$ cat config.mk
export PLATFORM = sky130hd
export DESIGN_NAME = addsub_multiword_sequencer_flat
export DESIGN_NICKNAME = d
export VERILOG_FILES = /design/src/rtl/addsub_multiword_sequencer_if.sv /design/src/rtl/addsub_multiword_sequencer.sv /design/src/flat_wrapper.sv
export SDC_FILE = /design/constraint.sdc
export NUM_CORES = 1
export LEC_CHECK = 0
export ABC_AREA = 1
export CORE_MARGIN = 10
export CORE_UTILIZATION = 44
export DETAILED_ROUTE_END_ITERATION = 12
export PLACE_DENSITY = 0.79
export SLEW_MARGIN = 20
export SYNTH_ARGS = -nofsm -noshare
export SYNTH_HDL_FRONTEND = slang
export SYNTH_SLANG_ARGS = --single-unit
$ cat constraint.sdc
create_clock -name clock -period 2.5 [get_ports clock]
set_input_delay 0.5 -clock clock [delete_from_list [all_inputs] [get_ports clock]]
set_output_delay 0.5 -clock clock [all_outputs]
set_load 0.05 [all_outputs]
$ cat src/rtl/addsub_multiword_sequencer_if.sv
// Upstream, adder-side and downstream signals of the multiword add/sub sequencer.
// out_zero exists only when ADDSUB_SEQ_ZERO_FLAG_EN is defined.
interface addsub_multiword_sequencer_if #(
   parameter int WORD_WIDTH = 0
);
   logic                  in_valid;
   logic                  in_ready;
   logic                  in_first;
   logic                  in_last;
   logic                  in_add_sub;
   logic                  in_cin;
   logic [WORD_WIDTH-1:0] in_dataa;
   logic [WORD_WIDTH-1:0] in_datab;

   logic                  alu_add_sub;
   logic                  alu_cin;
   logic [WORD_WIDTH-1:0] alu_dataa;
   logic [WORD_WIDTH-1:0] alu_datab;
   logic                  alu_cout;
   logic [WORD_WIDTH-1:0] alu_result;

   logic                  out_valid;
   logic                  out_ready;
   logic [WORD_WIDTH-1:0] out_result;
   logic                  out_last;
   logic                  out_cout;
`ifdef ADDSUB_SEQ_ZERO_FLAG_EN
   logic                  out_zero;
`endif

   modport slave (
      input  in_valid, in_first, in_last, in_add_sub, in_cin, in_dataa, in_datab,
      output in_ready,
      output alu_add_sub, alu_cin, alu_dataa, alu_datab,
      input  alu_cout, alu_result,
      output out_valid, out_result, out_last, out_cout,
`ifdef ADDSUB_SEQ_ZERO_FLAG_EN
      output out_zero,
`endif
      input  out_ready
   );

   modport master (
      output in_valid, in_first, in_last, in_add_sub, in_cin, in_dataa, in_datab,
      input  in_ready,
      input  alu_add_sub, alu_cin, alu_dataa, alu_datab,
      output alu_cout, alu_result,
      input  out_valid, out_result, out_last, out_cout,
`ifdef ADDSUB_SEQ_ZERO_FLAG_EN
      input  out_zero,
`endif
      output out_ready
   );
endinterface

$ cat src/rtl/addsub_multiword_sequencer.sv
// Feeds multiword add/sub chains one word at a time through an external pipelined
// adder, chaining carries. Optional all-zero chain flag: ADDSUB_SEQ_ZERO_FLAG_EN.
//
// state | meaning
// IDLE  | no word in flight, ready for input
// WAIT  | word issued to adder, counting down the pipeline latency
// HOLD  | result presented, waiting for downstream to take it
module addsub_multiword_sequencer #(
   parameter int WORD_WIDTH = 0,
   parameter int LATENCY    = 2
) (
   input logic                         clock,
   input logic                         reset,
   addsub_multiword_sequencer_if.slave bus
);
   localparam int CW = (LATENCY > 0) ? $clog2(LATENCY + 1) : 1;

   typedef enum logic [1:0] {IDLE, WAIT, HOLD} state_t;

   state_t                state, state_next;
   logic [CW-1:0]         cnt;
   logic                  take, capture, in_ready;
   logic                  chain_start;
   logic                  alu_add_sub, alu_cin;
   logic [WORD_WIDTH-1:0] alu_dataa, alu_datab;
   logic                  word_last, carry, chain_open;
   logic [WORD_WIDTH-1:0] out_result;
   logic                  out_last, out_cout;

   // in_first, or a continuation with nothing open, both restart from in_cin
   assign chain_start = bus.in_first || !chain_open;

   always_ff @(posedge clock) begin
      if (reset) state <= IDLE;
      else       state <= state_next;
   end

   always_comb begin
      state_next = state;
      in_ready   = 1'b0;
      take       = 1'b0;
      capture    = 1'b0;
      case (state)
         IDLE: begin
            in_ready = 1'b1;
            if (bus.in_valid) begin
               take       = 1'b1;
               state_next = WAIT;
            end
         end
         WAIT: begin
            if (cnt == '0) begin
               capture    = 1'b1;
               state_next = HOLD;
            end
         end
         HOLD: begin
            in_ready = bus.out_ready;
            if (bus.out_ready) begin
               if (bus.in_valid) begin
                  take       = 1'b1;
                  state_next = WAIT;
               end else begin
                  state_next = IDLE;
               end
            end
         end
         default: state_next = IDLE;
      endcase
   end

   always_ff @(posedge clock) begin
      if (reset) begin
         cnt         <= '0;
         alu_add_sub <= 1'b0;
         alu_cin     <= 1'b0;
         alu_dataa   <= '0;
         alu_datab   <= '0;
         word_last   <= 1'b0;
         carry       <= 1'b0;
         chain_open  <= 1'b0;
         out_result  <= '0;
         out_last    <= 1'b0;
         out_cout    <= 1'b0;
      end else begin
         if (take) begin
            alu_add_sub <= bus.in_add_sub;
            alu_dataa   <= bus.in_dataa;
            alu_datab   <= bus.in_datab;
            alu_cin     <= chain_start ? bus.in_cin : carry;
            word_last   <= bus.in_last;
            cnt         <= CW'(LATENCY);
         end else if (state == WAIT && cnt != '0) begin
            cnt <= cnt - CW'(1);
         end
         if (capture) begin
            out_result <= bus.alu_result;
            out_last   <= word_last;
            out_cout   <= word_last ? bus.alu_cout : 1'b0;
            carry      <= bus.alu_cout;
            chain_open <= !word_last;
         end
      end
   end

`ifdef ADDSUB_SEQ_ZERO_FLAG_EN
   logic zero_acc, zero_next, out_zero;

   assign zero_next = zero_acc && (bus.alu_result == '0);

   always_ff @(posedge clock) begin
      if (reset) begin
         zero_acc <= 1'b0;
         out_zero <= 1'b0;
      end else begin
         if (take && chain_start) zero_acc <= 1'b1;
         if (capture) begin
            zero_acc <= zero_next;
            out_zero <= word_last ? zero_next : 1'b0;
         end
      end
   end

   assign bus.out_zero = out_zero;
`endif

   assign bus.in_ready    = in_ready;
   assign bus.alu_add_sub = alu_add_sub;
   assign bus.alu_cin     = alu_cin;
   assign bus.alu_dataa   = alu_dataa;
   assign bus.alu_datab   = alu_datab;
   assign bus.out_valid   = (state == HOLD);
   assign bus.out_result  = out_result;
   assign bus.out_last    = out_last;
   assign bus.out_cout    = out_cout;
endmodule

$ cat src/flat_wrapper.sv
// flat-port wrapper written by rule: the top's interface ports become plain ports
module addsub_multiword_sequencer_flat 
#(
   parameter int WORD_WIDTH = 0,
   parameter int LATENCY    = 2
)
  (clock, reset, bus_in_valid, bus_in_first, bus_in_last, bus_in_add_sub, bus_in_cin, bus_in_dataa, bus_in_datab, bus_in_ready, bus_alu_add_sub, bus_alu_cin, bus_alu_dataa, bus_alu_datab, bus_alu_cout, bus_alu_result, bus_out_valid, bus_out_result, bus_out_last, bus_out_cout, bus_out_ready);
  addsub_multiword_sequencer_if #(.WORD_WIDTH(WORD_WIDTH)) bus_i ();
  input logic clock;
  input logic reset;
  input wire logic [$bits(bus_i.in_valid)-1:0] bus_in_valid;
  input wire logic [$bits(bus_i.in_first)-1:0] bus_in_first;
  input wire logic [$bits(bus_i.in_last)-1:0] bus_in_last;
  input wire logic [$bits(bus_i.in_add_sub)-1:0] bus_in_add_sub;
  input wire logic [$bits(bus_i.in_cin)-1:0] bus_in_cin;
  input wire logic [$bits(bus_i.in_dataa)-1:0] bus_in_dataa;
  input wire logic [$bits(bus_i.in_datab)-1:0] bus_in_datab;
  output wire logic [$bits(bus_i.in_ready)-1:0] bus_in_ready;
  output wire logic [$bits(bus_i.alu_add_sub)-1:0] bus_alu_add_sub;
  output wire logic [$bits(bus_i.alu_cin)-1:0] bus_alu_cin;
  output wire logic [$bits(bus_i.alu_dataa)-1:0] bus_alu_dataa;
  output wire logic [$bits(bus_i.alu_datab)-1:0] bus_alu_datab;
  input wire logic [$bits(bus_i.alu_cout)-1:0] bus_alu_cout;
  input wire logic [$bits(bus_i.alu_result)-1:0] bus_alu_result;
  output wire logic [$bits(bus_i.out_valid)-1:0] bus_out_valid;
  output wire logic [$bits(bus_i.out_result)-1:0] bus_out_result;
  output wire logic [$bits(bus_i.out_last)-1:0] bus_out_last;
  output wire logic [$bits(bus_i.out_cout)-1:0] bus_out_cout;
  input wire logic [$bits(bus_i.out_ready)-1:0] bus_out_ready;
  assign bus_i.in_valid = bus_in_valid;
  assign bus_i.in_first = bus_in_first;
  assign bus_i.in_last = bus_in_last;
  assign bus_i.in_add_sub = bus_in_add_sub;
  assign bus_i.in_cin = bus_in_cin;
  assign bus_i.in_dataa = bus_in_dataa;
  assign bus_i.in_datab = bus_in_datab;
  assign bus_in_ready = bus_i.in_ready;
  assign bus_alu_add_sub = bus_i.alu_add_sub;
  assign bus_alu_cin = bus_i.alu_cin;
  assign bus_alu_dataa = bus_i.alu_dataa;
  assign bus_alu_datab = bus_i.alu_datab;
  assign bus_i.alu_cout = bus_alu_cout;
  assign bus_i.alu_result = bus_alu_result;
  assign bus_out_valid = bus_i.out_valid;
  assign bus_out_result = bus_i.out_result;
  assign bus_out_last = bus_i.out_last;
  assign bus_out_cout = bus_i.out_cout;
  assign bus_i.out_ready = bus_out_ready;
  addsub_multiword_sequencer #(.WORD_WIDTH(WORD_WIDTH), .LATENCY(LATENCY)) u_core (.clock(clock), .reset(reset), .bus(bus_i));
endmodule
# After elaboration in Yosys (flattened, before gate mapping)
# Index checks and enable logic that the tools add are counted.
totals:
  regBits: 17
  latchBits: 0
  ramBits: 0
  rom_bits: 0
  inputBits: 15
  out_inout_bits: 12
  mem_count: 0
classes:
  n_addsub: 1
  n_mul: 0
  div: 0
  n_lt_le_gt_ge: 0
  eq_ne: 5
  n_shift: 0
  n_mux: 15
  n_bitwise: 0
  reduce_logical: 10
op_table:
  columns: ["operator", "count"]
  rows:
  - ["2-to-1 mux 2 bit", 5]
  - ["2-to-1 mux 1 bit", 7]
  - ["one-hot mux 2 bit (3 select lines)", 1]
  - ["zero test 2 bit", 2]
  - ["inequality test 2 x 1 -> 1 bit (second input constant)", 2]
  - ["one-hot mux 1 bit (2 select lines)", 2]
  - ["nonzero test 2 bit", 2]
  - ["AND reduction 3 bit", 1]
  - ["== test 2 x 1 -> 1 bit (second input constant)", 1]
  - ["== test 2 bit (second input constant)", 1]
  - ["zero test 1 bit", 2]
  - ["inequality test 2 bit (second input constant)", 1]
  - ["OR reduction 2 bit", 1]
  - ["subtractor 2 x 1 -> 2 bit (second input constant)", 1]
  - ["logical AND 1 bit", 1]
  - ["logical OR 1 bit", 1]

# Logic depth before layout (Yosys ltp)
logic_depth:
  ltp_word: 4
  mapped_depth: 8
  mapped_depth_nobuf: 8

# Worst setup path after synthesis
# OpenSTA, ideal clock, no wires.
synth_path:
  kind: "input to output"
  from: "input bus_out_ready"
  to: "output bus_in_ready"
  t_arrival_ns: 1.303
  setup_slack_ns: 0.697
  path_stages: 2
  n_path_buf: 0
  cell_sequence: "inv_1 a21oi_1"
synth_via:
  elab_chain_len: 1
synth_lines:
  columns: ["element", "line", "text"]
  rows:
  - ["from (decl)", "flat_wrapper.sv:29", "input wire logic [$bits(bus_i.out_ready)-1:0] bus_out_ready;"]
  - ["one-hot mux 1 bit (2 select lines)", "addsub_multiword_sequencer.sv:43", "case (state)"]
  - ["to (decl)", "flat_wrapper.sv:18", "output wire logic [$bits(bus_i.in_ready)-1:0] bus_in_ready;"]
# No other way between the ends.

# Worst setup path in the final report
layout_path:
  from: "register u_core.state[1]"
  to: "output bus_out_valid"
layout_via:
  elab_chain_len: 1
layout_lines:
  columns: ["element", "line", "text"]
  rows:
  - ["from (decl)", "addsub_multiword_sequencer.sv:20", "state_t state, state_next;"]
  - ["from (signal assigned)", "addsub_multiword_sequencer.sv:35", "else state <= state_next;"]
  - ["== test 2 bit", "addsub_multiword_sequencer.sv:132", "assign bus.out_valid = (state == HOLD);"]
  - ["to (decl)", "flat_wrapper.sv:25", "output wire logic [$bits(bus_i.out_valid)-1:0] bus_out_valid;"]
# No other way between the ends.

==> flow_summary.ini <==
[power]
power.density_mw_per_mm2 = 590
vdd_drop_max_mv = 0.366
switching_share = 0.326
p_leak_nw = 0.467
power_frac_seq = 0.484
p_comb_frac = 0.286
cell_internal_pwr_mw = 0.421
power.switching_mw = 0.203
pwr-share-clk = 0.230
power.total_mw = 0.624

[placement]
port_buffers = 26
place_ws_ns = 0.595
gp_congestion = 0.671
dp_cells = 144
dp_hpwl_um = 1270
placed_cell_area_mm2 = 0.00103

[timing]
report.final.hold_viol_count = 0
clock_skew_ns = 0.00692
relSlewSlack = 0.662
hold_ws_ns = 0.472
fin_crit_ns = 2.20
tns_ns = 0
grt_setup_unrepaired = no
setup_slack_ns = 0.297
finalSetupViolCount = 0
finalMaxSlewViolations = 0
max_freq_mhz = 454
finalCritPeriodShare = 0.881
worstMarginPinSlew_ns = 0.505

[drt]
ant_nets = 0
drc = 0
maxUsedRoutingLayer = met4
drt_wl_total_um = 1600
vias_per_cell = 4.47
first_iter_violations = 3
wl_met2_um = 739
wl_per_cell_um = 10.8
wl_met1_um = 716
dr_total_vias = 662
wl_met3_um = 138
dr.pass1.iters = 2

[global_route]
grt_pass1_wl_um = 2620
grt_pass1_vias = 640
grt_max_degree = 18
antenna_found_initial = 0
grt.overflow.total = 0
grt_usage = 0.0906

[cts]
post-cts-setup-buffers = 0
cts_root_buffer = clkbuf_4
clk-insertion-delay-late_ns = 0.28
cts_resized = 0
ctsLongestPathBuffers = 2
cts.sink_count = 17
cts.htree.levels = 1
path_clk_slew_ns = 0.10
cts_buffers = 3
cts_tree = done
hold_buffers = 0

[job]
max_cap_violations = 0

[finish]
diodes = 0
drive_gt1_frac = 0.114
nets = 149
multi_input_area_um2 = 328
area_growth_pct = 39.4
final_cells = 148
final_area_mm2 = 0.00106
register_area_um2 = 340
n_fill_cell = 136
fin_util = 0.678

[setup_path]
cp.arrival_ns = 1.70
endpoint_kind = primary output
worstPathRequired_ns = 2.00
cp_max_fo = 4
cp_slowest_stage_delay_ns = 0.83
cpMaxStageDelayCell = clkdlybuf4s50_1
worst-path-buf-inv = 2
criticalPathCategory = flip-flop to primary output
path_cells = inv_1 -> nor2_1 -> clkdlybuf4s50_1
start_kind = flip-flop
path_delay_family = buffers and inverters

[yosys]
synthCells = 104
yosys_warnings = 0
ys_ff_latch = 17
yosysSeqAreaShare = 0.449
synth_compound_area_frac = 0.0710
netlist_area_um2 = 758
synth_adder_area_share = 0.0165
synthMuxAreaShare = 0
synth_top_family_by_area = simple AND/OR/NAND/NOR gates
syn_avg_cell_area_um2 = 7.29
yosys.area_share.xor_xnor = 0.0116
synth_nets = 120
synth.distinct_cells = 20
synth_simple_gate_area_share = 0.333

[floorplan]
ios = 27
fp.dieW_um = 61.5
core_mm2 = 0.00156
rows = 14
start_util = 0.486
fp.dieH_um = 61.5
die_area_mm2 = 0.00378

[hold_path]
hold_path.class = flip-flop to flip-flop

[outcome]
status = finished clean
## power by group through the flow
stage / clock network [mW] / registers, mW / logic, mW
3_3_place_gp: 0 / 0.307 / 0.177
5_1_grt: 0.159 / 0.305 / 0.194
6_report: 0.144 / 0.302 / 0.178
2_1_floorplan: 0 / 0.347 / 0.0782
3_5_place_dp: 0 / 0.308 / 0.179
4_1_cts: 0.149 / 0.302 / 0.180
## worst paths after layout
check,start,to,slack (ns),cells past startpoint
worst min register to register,u_core.carry$_SDFFE_PP0P_,u_core.carry$_SDFFE_PP0P_,0.47,2
worst min-delay path,u_core.carry$_SDFFE_PP0P_,u_core.carry$_SDFFE_PP0P_,0.47,2
worst max-delay path,u_core.state[1]$_SDFFE_PP0P_,bus_out_valid,0.30,3
worst max register to register,u_core.cnt[0]$_SDFFE_PP0P_,u_core.cnt[1]$_SDFFE_PP0P_,1.28,8
## placed cells by master (no fill, tap or decap), types with 2 or more instances in the layout
cell	synthesis	final
inv_1	16	16
nand2_1	29	29
nand3_4	2	2
nor2_1	17	17
inv_2	3	3
dfxtp_1	17	17
clkdlybuf4s50_1	0	25
a21oi_1	7	7
clkbuf_4	0	3
## cells by family after synthesis
logic type,Yosys count
XOR/XNOR,1
adder cells (fa/ha/maj),1
AO/OA/AOI/OAI,10
flip-flops,17
AND/OR/NAND/NOR,54
buffers and inverters,21
## state kept, by name, summed over array words and instances, names as in the netlist
| signal | cells |
|---|---|
| u_core.bus.alu_datab | 1 |
| u_core.word_last | 1 |
| u_core.state | 2 |
| u_core.bus.out_result[-1] | 1 |
| u_core.bus.alu_dataa | 1 |
| u_core.bus.alu_cin | 1 |
| u_core.bus.out_last | 1 |
| u_core.chain_open | 1 |
| u_core.cnt | 2 |
| u_core.bus.alu_dataa[-1] | 1 |
| u_core.carry | 1 |
| u_core.bus.alu_datab[-1] | 1 |
| u_core.bus.out_cout | 1 |
| u_core.bus.out_result | 1 |
| u_core.bus.alu_add_sub | 1 |
## layer usage
layer / up-vias / GRT usage
met1: 276 / 0.0984
met4: 0 / 0.0478
met2: 16 / 0.145
li1: 368 / -
met3: 2 / 0.0412
met5: - / 0
## worst register-to-register path, stage by stage, from the launching register on
cell and delay (ns):
dfxtp_1 0.36, inv_1 0.05, ha_1 0.24, inv_1 0.09, nand3_1 0.13, nand2_1 0.11
nand3_2 0.07, nand2_1 0.06, inv_1 0.03
## final cells by class
cell class                      instances  share of cell area
Sequential cell                        17               0.322
Multi-Input combinational cell         66               0.310
Timing Repair Buffer                   26               0.256
Inverter                               19              0.0675
Clock buffer                            3              0.0213
Tap cell                               16              0.0189
Clock inverter                          1             0.00473
## cells in the mapped netlist (all sizes together)
master	number	area (um2)
a21oi	8	43.8
xor2	1	8.76
ha	1	12.5
dfxtp	17	340
nand3	4	50.0
buf	1	15.0
nand4	1	6.26
clkbuf	1	3.75
inv	19	71.3
nor2	19	81.3
nand2	30	115
o21ai	2	10.0
(Power assumes the default switching activity.)
==> edit (same flow settings) <==
`LATENCY` is set to 2 in 2 places; all go to 1.
--- a/src/rtl/addsub_multiword_sequencer.sv
+++ b/src/rtl/addsub_multiword_sequencer.sv
@@ -8,5 +8,5 @@
 module addsub_multiword_sequencer #(
    parameter int WORD_WIDTH = 0,
-   parameter int LATENCY    = 2
+   parameter int LATENCY    = 1
 ) (
    input logic                         clock,
--- a/src/flat_wrapper.sv
+++ b/src/flat_wrapper.sv
@@ -3,5 +3,5 @@
 #(
    parameter int WORD_WIDTH = 0,
-   parameter int LATENCY    = 2
+   parameter int LATENCY    = 1
 )
   (clock, reset, bus_in_valid, bus_in_first, bus_in_last, bus_in_add_sub, bus_in_cin, bus_in_dataa, bus_in_datab, bus_in_ready, bus_alu_add_sub, bus_alu_cin, bus_alu_dataa, bus_alu_datab, bus_alu_cout, bus_alu_result, bus_out_valid, bus_out_result, bus_out_last, bus_out_cout, bus_out_ready);
Formal check against the unedited RTL: not equivalent (Yosys sat finds a counterexample within 4 cycles, from zero or initial values and one cycle with reset high).
==> edit against the unedited design <==
- final area down 7.9%
- power is 1.7% lower
- sequential cell count fell by 1
- maximum frequency up 2.1%
- area after synthesis is 12% lower
- wire length decreased by 2.7%
- worst setup slack better by 0.045 ns
- via count down 5.1%
- critical path type unchanged
- largest cell class unchanged
- largest power group unchanged
==> edit: results (changes against the unedited design) <==
- Clock tree buffer depth: 2 (unchanged)
- Critical path's top delay family: buffers and inverters
- CP arrival: 1.66 ns (-0.04 ns)
- Number of global-route vias before repair: 608 (-5.0%)
- Routed length per instance: 11.1 um (+2.9%)
- Post-CTS setup buffers: 0 (unchanged)
- TritonCTS buffer count: 3 (unchanged)
- Critical path fanouts, max: 3 (-1)
- Top reg by flops: u_core.state
- Xor and xnor area share after synthesis: 0% (-1.2 points)
- Setup WS pre-CTS: 0.576 ns (-0.0188 ns)
- First-pass GRT wire length: 2600 um (-0.80%)
- Total iterations of the first detailed-routing run: 4 (+2)
- Synth Warn #: 0 (unchanged)
- Port Buffer Count: 26 (unchanged)
- Worst-Skew Late Latency: 0.29 ns
- Clk root buf: clkbuf_4
- Worst path max stage delay: roughly 0.82 ns
- Vias per cell: 4.49 (+0.28%)
- Layout cell share with drive strength beyond 1: 5.60% (-5.8 points)
- Area growth syn-to-layout: 46.5%
- Slowest CP cell: clkdlybuf4s50_1
- Leak Pwr: 0.440 nW (-5.8%)
- Seq/Total Area, Yosys: 48.2% (+3.3 points)
- CTS H-Tree Depth: 1 (unchanged)
- Netlist cell types: 10 (-50%)
- Post-DP HPWL: 1190 um (-6.7%)
- Skew final: 0.00326 ns (-0.00366 ns)
- Avg Cell Area, Syn: 6.85 sq um (-6.1%)
- Number of cells upsized or downsized after cts: 0 (unchanged)
- Antenna fix cells: 0 (unchanged)
- Post-synth top cells: nand2_1, dfxtp_1, inv_1, nor2_1, a21oi_1
- Initial DRC count: 12 (+9)
- Placed Area: 937 sq um (-9.0%)
- Proportion of synthesized area in mux cells: 0% (unchanged)
- Min-delay worst type: reg -> reg
- Status: finished clean
- Finished Layout Cells: 140 (-5.4%)
- RD Place Congestion: 0.698 (+4.1%)
- Worst slew pin tran: 0.508 ns (+0.00340 ns)
- All-Layer GR Usage: 9.41% (+0.35 points)
- Initial antenna violation count: 0 (unchanged)
- Max VDD drop: 0.379 mV (+3.4%)
- Compound-Gate Fraction of Synth Area: 7.53% (+0.44 points)
- # fillers: 121 (-11%)
- Synth top area cells: dfxtp_1, nand2_1, inv_1, nor2_1, a21oi_1
- Largest net degree at the start of global routing: 17 (-1)
- Post-synthesis adder-cell area fraction: 0% (-1.7 points)
- Syn_nets: 112 (-6.7%)
edit: changes by cell type after synthesis, sizes merged, moves of 2 or more:
cell and delta:
a21oi +2, inv -4, nand2 +5, nor2 -3
o21ai -2
edit: final timing paths:
check / from / endpoint / slack (ns) / cells past startpoint
worst min register to register: u_core.bus.out_last / u_core.bus.out_last / 0.47 / 2
worst min-delay path: u_core.bus.out_last / u_core.bus.out_last / 0.47 / 2
worst max register to register: u_core.state[1] / u_core.bus.out_result[0] / 1.49 / 5
worst max-delay path: u_core.state[1] / bus_out_valid / 0.34 / 3
edit: cells by family after synthesis:
| kind of cell | after synthesis |
|---|---|
| AO/OA/AOI/OAI | 10 |
| buffers and inverters | 17 |
| flip-flops | 16 |
| AND/OR/NAND/NOR | 54 |
edit: where the power goes:
part	total [mW]	leakage [nW]	internal [mW]	switching [mW]
registers	0.285	0.132	0.273	0.0113
clock network	0.172	0.0210	0.0888	0.0827
logic	0.157	0.287	0.0626	0.0944
edit: worst min-delay path, cell delays in order (launching register included):
cell and delay, ns:
dfxtp_1 0.32, nand2_1 0.06, a21oi_1 0.06
edit: metal layers:
layer / part of all wire [%] / vias to the layer above / track usage [%]
li1: - / 345 / -
met1: 43 / 264 / 9.79
met2: 49 / 14 / 16.1
met3: 6.0 / 5 / 3.43
met4: 2.2 / 0 / 4.92
met5: 0 / - / 0
edit: cell type report:
class | count | area share (%)
timing repair buffer | 26 | 27.8
inverter | 15 | 5.78
multi-input combinational | 64 | 27.9
sequential | 16 | 32.9
tap | 15 | 1.93
clock buffer | 4 | 3.73
